## config.mk

```make
export PLATFORM = sky130hd
export DESIGN_NAME = dmem_sramlike_bridge
export DESIGN_NICKNAME = d
export VERILOG_FILES = /design/src/rtl/dmem_sramlike_bridge.sv
export SDC_FILE = /design/constraint.sdc
export NUM_CORES = 1
export LEC_CHECK = 0
export ABC_AREA = 1
export BUFFER_PORTS_ARGS = -buffer_cell sky130_fd_sc_hd__buf_2
export CELL_PAD_IN_SITES_DETAIL_PLACEMENT = 0
export CELL_PAD_IN_SITES_GLOBAL_PLACEMENT = 1
export CORE_UTILIZATION = 33
export DETAILED_ROUTE_END_ITERATION = 8
export PLACE_DENSITY = 0.86
export SETUP_SLACK_MARGIN = 0.05
export SYNTH_ARGS = -nofsm -noshare
export SYNTH_HDL_FRONTEND = slang
export SYNTH_SLANG_ARGS = --single-unit
```

## constraint.sdc

```tcl
create_clock -name clk -period 3.1 [get_ports clk]
set_input_delay 0.31 -clock clk [delete_from_list [all_inputs] [get_ports clk]]
set_output_delay 0.31 -clock clk [all_outputs]
set_load 0.02 [all_outputs]
```

## src/rtl/dmem_sramlike_bridge.sv

```systemverilog
// dmem_sramlike_bridge: bridges M-stage load/store requests onto an sram-like data bus.
// Define DMEM_POSTED_WRITE_EN to let stores retire on addr_ok with one write left outstanding.
module dmem_sramlike_bridge #(
    parameter int ADDR_W = 32
) (
    input  logic              clk,
    input  logic              rst,
    input  logic              mem_en,
    input  logic              mem_wr,
    input  logic [1:0]        mem_size,
    input  logic [ADDR_W-1:0] mem_addr,
    input  logic [31:0]       mem_wdata,
    input  logic              mem_cancel,
    input  logic              pipe_adv,
    output logic              mem_stall,
    output logic [31:0]       mem_rdata,
    output logic              data_req,
    output logic              data_wr,
    output logic [1:0]        data_size,
    output logic [ADDR_W-1:0] data_addr,
    output logic [31:0]       data_wdata,
    input  logic              data_addr_ok,
    input  logic              data_data_ok,
    input  logic [31:0]       data_rdata
);
    typedef enum logic [1:0] {IDLE, ADDR, DATA, HOLD} state_t;
    state_t            state_q, state_d;
    logic              wr_q, wr_d;
    logic [1:0]        size_q, size_d;
    logic [ADDR_W-1:0] addr_q, addr_d;
    logic [31:0]       wdata_q, wdata_d;
    logic [31:0]       rdata_q, rdata_d;
    logic              go;
    logic              blocked;
`ifdef DMEM_POSTED_WRITE_EN
    logic              pend_q, pend_d;
`endif
    assign data_req   = state_q == ADDR;
    assign data_wr    = wr_q;
    assign data_size  = size_q;
    assign data_addr  = addr_q;
    assign data_wdata = wdata_q;
    assign mem_rdata  = rdata_q;
    always_comb begin
        state_d   = state_q;
        wr_d      = wr_q;
        size_d    = size_q;
        addr_d    = addr_q;
        wdata_d   = wdata_q;
        rdata_d   = rdata_q;
        mem_stall = 1'b0;
        go        = mem_en & ~mem_cancel;
`ifdef DMEM_POSTED_WRITE_EN
        pend_d    = data_data_ok ? 1'b0 : pend_q;
        blocked   = pend_q;
`else
        blocked   = 1'b0;
`endif
        case (state_q)
            IDLE: begin
                mem_stall = go;
                if (go && !blocked) begin
                    wr_d    = mem_wr;
                    size_d  = mem_size;
                    addr_d  = mem_addr;
                    wdata_d = mem_wdata;
                    state_d = ADDR;
                end
            end
            ADDR: begin
                mem_stall = 1'b1;
                if (data_addr_ok) begin
`ifdef DMEM_POSTED_WRITE_EN
                    state_d = wr_q ? HOLD : DATA;
                    pend_d  = wr_q | pend_d;
`else
                    state_d = DATA;
`endif
                end
            end
            DATA: begin
                mem_stall = 1'b1;
                if (data_data_ok) begin
                    state_d = HOLD;
                    rdata_d = wr_q ? rdata_q : data_rdata;
                end
            end
            HOLD: state_d = pipe_adv ? IDLE : HOLD;
            default: state_d = IDLE;
        endcase
    end
    always_ff @(posedge clk) begin
        if (rst) begin
            state_q <= IDLE;
            wr_q    <= 1'b0;
            size_q  <= 2'd0;
            addr_q  <= '0;
            wdata_q <= 32'd0;
            rdata_q <= 32'd0;
`ifdef DMEM_POSTED_WRITE_EN
            pend_q  <= 1'b0;
`endif
        end else begin
            state_q <= state_d;
            wr_q    <= wr_d;
            size_q  <= size_d;
            addr_q  <= addr_d;
            wdata_q <= wdata_d;
            rdata_q <= rdata_d;
`ifdef DMEM_POSTED_WRITE_EN
            pend_q  <= pend_d;
`endif
        end
    end
endmodule

```

# Word-level counts from Yosys, hierarchy flattened
# Cells that the tools add are included.
dict set report totals {
  regBits 101
  out_inout_bits 101
  inputBits 106
}
dict set report op_classes {
  bitwise 3
  n_mux 6
  reduce_logical 5
  eq_ne 6
}
# operator count
set ops {}
lappend ops {{2-to-1 mux 2 bit} 4}
lappend ops {{one-hot mux 2 bit (4 select lines)} 1}
lappend ops {{AND reduction 3 bit} 2}
lappend ops {{== test 2 bit (second input constant)} 2}
lappend ops {{!= test 2 bit (second input constant)} 2}
lappend ops {{== test 2 x 1 -> 1 bit (second input constant)} 1}
lappend ops {{logical NOT 2 bit} 1}
lappend ops {{!= test 2 x 1 -> 1 bit (second input constant)} 1}
lappend ops {{NOT 1 bit} 2}
lappend ops {{one-hot mux 1 bit (2 select lines)} 1}
lappend ops {{AND reduction 2 bit} 1}
lappend ops {{OR reduction 2 bit} 1}
lappend ops {{AND 1 bit} 1}

# Logic depth before layout (Yosys ltp)
# Gate-level depths: netlist of run 1.
dict set report depth {
  ltp_word 4
  mapped_depth 9
}

# Least setup slack after synthesis of run 1
# Ideal clock, no wire load.
dict set report synth_timing {
  path_kind {flip-flop to output port}
  start {register state_q[0]}
  end {output port mem_stall}
  stages_incl_launch_ff 6
  n_path_buf 1
  arrival_ps 1301
  required_time_ps 2790
  setup_slack_ps 1489
  path_cell_list {dfxtp_1 inv_1 ha_1 nand3_4 buf_2 a21oi_1}
}
dict set report synth_between {
  elab_chain_cells 3
  word_cells_on_any_way 5
  classes_between {eq/ne (2); mux (1); reduce/logical (2)}
}
# element line
set synth_rtl {}
lappend synth_rtl {{from (decl)} 27} ;# state_t state_q, state_d;
lappend synth_rtl {{from (signal assigned)} 104} ;# state_q <= state_d;
lappend synth_rtl {{== test 2 x 1 -> 1 bit / == test 2 bit (equally long branches)} 59} ;# case (state_q)
lappend synth_rtl {{OR reduction 2 bit (no line)} --}
lappend synth_rtl {{one-hot mux 1 bit (2 select lines) (*)} 59}
lappend synth_rtl {{to (decl)} 15} ;# output logic mem_stall,
# Mark *: on every way between the ends. The rest lies on a longest branch, timed or not.

# Final worst setup path of run 1
dict set report layout_timing {
  start {register state_q[0]}
  end {register rdata_q[31], in the netlist mem_rdata[31]}
}
dict set report layout_between {
  elab_chain_cells 2
}
# element line
set layout_rtl {}
lappend layout_rtl {{== test 2 bit} 59}
lappend layout_rtl {{AND reduction 3 bit (no line)} --}
lappend layout_rtl {{to (signal assigned)} 109} ;# rdata_q <= rdata_d;
lappend layout_rtl {{to (decl)} 32} ;# logic [31:0] rdata_q, rdata_d;
# No other way between the ends.
# A chain may end at the register's enable or synchronous reset.

==> impl_results.md, run 1 <==
- Status: completed
- Max clock buf depth: 2
- Hold Crit Endpoint: mem_rdata[5]$_SDFFE_PP0P_
- Combinational Power Share: 0.290
- Largest net degree at the start of global routing: 95
- CTS root buffer: clkbuf_16
- I/O Pins: 207
- Max H-tree Level: 3
- Postcts setup bufs: 0
- Commonest cells after routing, fill and taps aside: buf_2 (206), dfxtp_1 (101), o21ai_0 (99), inv_1 (78), nor2_1 (69)
- Peak supply drop: 0.000426 V
- Final WL: 9510 µm
- Worst-Margin Slew: 953 ps
- Final Util: 0.465
- Cells after Synth: 470
- Clock Sinks: 101
- Chip width: 109 µm
- Antenna violations before repair: 0
- Post-route minimum period: 2390 ps
- Overflow after GRT: 0
- Vias: 3596
- Synthesized area per cell: 8.00 µm²
- Worst reg2reg path startpoint: state_q[0]$_SDFFE_PP0P_
- CP max FO: 33
- Avg WL per Cell: 11.8 µm
- Hold buffer count at cts: 0
- Period Utilization, post-route: 0.771
- Max-slew headroom: 0.364
- Core area: 11000 µm²
- Seq pwr share: 0.423
- Synth area leader: dfxtp_1
- Critical Path RT: 3380 ps
- CTS tree: yes
- Starting Density: 0.342
- Top cell type's share of synthesized area: 0.538
- RSZ-0062 raised after global routing: false
- Post-synth EDFFs: 0
- Register area share after synthesis: 0.538
- Worst R2R Setup Slack: 710 ps
- Antenna cell count: 0
- Switching Power: 1.32 mW
- Cell Area, Synth: 3760 µm²
- Top post-synthesis cells by area: dfxtp_1 (54%), o21ai_0 (13%), a21oi_1 (9.0%)
- Worst Hold Launch: data_rdata[5]
- Die height: 109 µm
- Buffers on Ports: 206
- TritonCTS buffer count: 9
- Layout Nets: 769
- Die area: 11800 µm²
- Synth warn: 0
- Critical path endpoint category: flop
- Clk_lat worst skew: 340 ps
- Commonest non-fill, non-tap cell in the layout: buf_2
- Pre-Repair DR Iteration Count: 4
- Syn nets: 581
- Placed standard-cell area: 4820 µm²
- Clk pwr share: 0.287
- 1st-iter DRT viols: 182
- Final Hold Fails: 0
- Max-cap check violation count: 0
- Vias per std cell: 4.48
- Leakage: 2.47 nW
- FP Rows: 38
- Post-synthesis register bit count: 101
- # DRC: 0
- Post-synth ARST share: 0
- Synth cell types: 16
- Hold-critical path depth: 3
- Clock Pin Slew Worst Setup and Hold Paths: 70 ps
- Share of layout cells above drive strength 1: 0.341
- Hold Path Class: in -> reg
- Syn-to-layout area delta: 35.9%
- Vias in the first global route: 3183
- Post-detail-place hpwl: 6780 µm
- Tot GR Track Use: 0.159
- Sw Share: 0.340
- Reg2Reg Depth: 6
- Critical path launch point type: flop
- Routability cong.: 0.783
- CTS resizes: 0
- First-pass GRT wire length: 14400 µm
- Ys flop type: dfxtp_1
- Max Slew Vio Count: 0
- Post-route ant nets: 0
- Total negative slack: 0 ps
- Reg2reg end: mem_rdata[31]$_SDFFE_PP0P_
- WP data arrival: 2670 ps
- Power Density: 761 nW/µm²
- Setup-failing EPs final: 0
- Peak Freq: 419 MHz
- Fin area: 5110 µm²
- Fin Clk Skew: 4.97 ps
- Crit Path Class: reg -> reg
- Internal: 2.57 mW
[registers in the layout, indices dropped and copies added (netlist names)]
name,cells
data_addr,32
data_wdata,32
data_size,2
data_wr,1
mem_rdata,32
state_q,2
[cells in the mapped netlist, types with 2 or more instances]
library cell / instances
dfxtp_1: 101
o21ai_0: 99
inv_1: 79
nor2_1: 69
a21oi_1: 68
clkbuf_1: 19
nand2_1: 13
buf_6: 9
ha_1: 5
buf_2: 2
[worst max path at each step]
stage	startpoint	end	slack, ps	cells past startpoint
3_3_place_gp	state_q[0]$_SDFFE_PP0P_	mem_rdata[26]$_SDFFE_PP0P_	870	6
6_report	state_q[0]$_SDFFE_PP0P_	mem_rdata[31]$_SDFFE_PP0P_	710	6
2_1_floorplan	state_q[0]$_SDFFE_PP0P_	mem_stall	1490	5
5_1_grt	state_q[0]$_SDFFE_PP0P_	mem_rdata[30]$_SDFFE_PP0P_	400	6
4_1_cts	state_q[0]$_SDFFE_PP0P_	mem_rdata[30]$_SDFFE_PP0P_	650	6
3_5_place_dp	state_q[0]$_SDFFE_PP0P_	mem_rdata[30]$_SDFFE_PP0P_	660	6
[through the flow]
step / setup slack (ps) / std cells / total power [mW] / hold WS, ps
3_3_place_gp: 871 / 787 / 2.78 / 427
6_report: 711 / 803 / 3.89 / 212
4_1_cts: 649 / 803 / 3.94 / 199
5_1_grt: 404 / 803 / 4.13 / 226
3_5_place_dp: 658 / 787 / 2.81 / 432
2_1_floorplan: 1490 / 470 / 2.44 / 473
[worst max-delay path, cell delays in order, from the launching register on]
cell	delay (ps)
dfxtp_1	340
inv_1	140
ha_1	240
nand3_2	470
inv_1	910
nor2_1	90
nor2_1	140
[per-layer routing]
metal | track usage | routed length (µm)
met2 | 0.251 | 4110
met4 | 0.0975 | 264
met5 | 0 | 0
met3 | 0.0634 | 1060
met1 | 0.180 | 4070
[cells by family (layout without fill, tap and decap cells)]
kind of cell             after synthesis  after routing  synth area share
buffers and inverters                110            303             0.129
adder cells (fa/ha/maj)                5              5            0.0166
AO/OA/AOI/OAI                        168            168             0.224
AND/OR/NAND/NOR                       86             86            0.0922
flip-flops                           101            101             0.538
[power groups by stage]
stage | logic, mW | clock network, mW | registers [mW]
floorplan | 0.504 | 0 | 1.94
global placement | 1.12 | 0 | 1.66
detailed placement | 1.14 | 0 | 1.67
CTS | 1.14 | 1.15 | 1.64
global route | 1.26 | 1.20 | 1.67
finish | 1.13 | 1.12 | 1.64
[cell type report]
class / instances / area, µm²
fillers: 1084 / 5870
flip-flops and latches: 101 / 2020
multi-input cells: 259 / 1250
repair buffers: 208 / 1070
inverters: 79 / 297
clock buffers: 12 / 246
well taps: 140 / 175
clock inverters: 4 / 47.5
(Power assumes the default switching activity.)
==> run 2: changes to the inputs <==
CORE_UTILIZATION = 30   (was 33)
PLACE_DENSITY = 0.8   (was 0.86)
clock period = 2.4 ns   (was 3.1 ns; I/O delays follow)
==> run 2 against run 1 <==
Against the previous run: core utilization is 3.9 points lower; critical endpoint is now mem_stall; sequential cell count is the same; routed wire length up 5.2%; global-route usage fell by 0.66 points; critical path depth down 1; die area is 9.8% higher; register-to-register slack got worse by 70 ps; clock skew about the same; worst hold slack lost 65 ps; total power grew 31%; cell count rose by 4.0%.
==> impl_results.md, run 2 (synthesis gave the netlist of run 1 again) <==
- Status: completed
- First-pass GRT wire length: 15500 µm (+7.8%)
- Hold buffer count at cts: 0 (unchanged)
- CTS resizes: 0 (unchanged)
- CTS tree: yes
- Commonest cells after routing, fill and taps aside: buf_2 (206), dfxtp_1 (101), o21ai_0 (99), inv_1 (78), nor2_1 (69)
- Die height: 114 µm (+4.8%)
- Core area: 12100 µm² (+10%)
- Pre-Repair DR Iteration Count: 4 (unchanged)
- Max H-tree Level: 3 (unchanged)
- Post-route minimum period: 1810 ps
- Post-route ant nets: 0 (unchanged)
- Worst reg2reg path startpoint: state_q[0]$_SDFFE_PP0P_
- Total negative slack: 0 ps (unchanged)
- Critical Path RT: 2160 ps (-1220 ps)
- CP startpoint: state_q[1]$_SDFFE_PP0P_
- Peak supply drop: 0.000432 V (+1.4%)
- # DRC: 0 (unchanged)
- RSZ-0062 raised after global routing: false
- Syn-to-layout area delta: 37.4%
- Commonest non-fill, non-tap cell in the layout: buf_2
- Overflow after GRT: 0 (unchanged)
- Fin Clk Skew: 4.82 ps (-0.141 ps)
- Die area: 13000 µm² (+9.8%)
- Worst R2R Setup Slack: 640 ps (-70 ps)
- Crit Path Class: reg -> out
- Max-cap check violation count: 0 (unchanged)
- Worst-Margin Slew: 566 ps (-388 ps)
- Worst Hold Launch: data_rdata[6]
- I/O Pins: 207 (unchanged)
- Clk_lat worst skew: 340 ps (about the same)
- Worst hold slack: 147 ps (-65.2 ps)
- Routability cong.: 0.774 (-1.1%)
- Starting Density: 0.311 (-0.0319)
- Clock Sinks: 101 (unchanged)
- Critical path endpoint category: primary output
- Post-detail-place hpwl: 7260 µm (+7.0%)
- Max Slew Vio Count: 0 (unchanged)
- Vias: 3606 (+0.28%)
- Hold Path Class: in -> reg
- Postcts setup bufs: 0 (unchanged)
- Vias in the first global route: 3338 (+4.9%)
- Leakage: 2.49 nW (+0.55%)
- Peak Freq: 554 MHz
- WP data arrival: 1570 ps (-1100 ps)
- Avg WL per Cell: 12.0 µm (+1.2%)
- Largest net degree at the start of global routing: 67 (-29%)
- Antenna cell count: 0 (unchanged)
- Share of layout cells above drive strength 1: 0.348 (+0.00695)
- CTS root buffer: clkbuf_16
- Final Hold Fails: 0 (unchanged)
- Buffers on Ports: 206 (unchanged)
- Max-slew headroom: 0.622 (+0.259)
- CP max FO: 7 (-79%)
- Chip width: 114 µm (+4.8%)
- Tot GR Track Use: 0.152 (-0.00658)
- TritonCTS buffer count: 9 (unchanged)
- Period Utilization, post-route: 0.753
- FP Rows: 40 (+5.3%)
- Clock Pin Slew Worst Setup and Hold Paths: 70 ps (about the same)
- Critical path launch point type: flop
- Layout Nets: 773 (+0.52%)
- Power Density: 983 nW/µm² (+29%)
- 1st-iter DRT viols: 148 (-19%)
- Max clock buf depth: 2 (unchanged)
- Final WL: 10000 µm (+5.2%)
- Setup-failing EPs final: 0 (unchanged)
- Antenna violations before repair: 0 (unchanged)
- Vias per std cell: 4.32 (-3.6%)
run 2: per-stage QoR:
stage	utilization	area, µm²	total power [mW]	setup WS [ps]	cells
detailed placement	0.401	4860	3.64	655	819
global placement	0.401	4860	3.61	719	819
finish	0.427	5170	5.08	593	835
global route	0.427	5170	5.41	441	835
floorplan	-	3760	3.16	859	470
CTS	0.427	5170	5.16	575	835
run 2: worst max-delay path, stage by stage, from the launching register on:
cell and delay [ps]:
dfxtp_1 340, inv_1 140, ha_1 250, nand3_4 120
a21oi_1 180, buf_2 200
run 2: area by class of cell:
class	instances	area (µm²)
clock buffers	11	253
clock inverters	5	58.8
fillers	1290	6940
inverters	79	297
multi-input cells	259	1250
flip-flops and latches	101	2020
well taps	168	210
repair buffers	212	1080
run 2: path summary, 6_finish.rpt:
check	depth (start not counted)	endpoint
max	5	mem_stall
min	3	mem_rdata[6]$_SDFFE_PP0P_
max reg2reg	6	data_addr[2]$_SDFFE_PP0P_
min reg2reg	2	data_addr[0]$_SDFFE_PP0P_
run 2: where the power goes:
| part | internal (mW) | switching (mW) |
|---|---|---|
| combinational | 0.505 | 0.962 |
| sequential | 1.98 | 0.149 |
| clock | 0.865 | 0.626 |
| total | 3.35 | 1.74 |
run 2: layer usage:
layer,part of all wire,GRT usage,wire length [µm],vias to the layer above
met5,0,0,0,-
met4,0.018,0.0701,181,0
met3,0.088,0.0499,877,12
met2,0.46,0.256,4600,150
met1,0.43,0.176,4350,1577
li1,-,-,-,1867
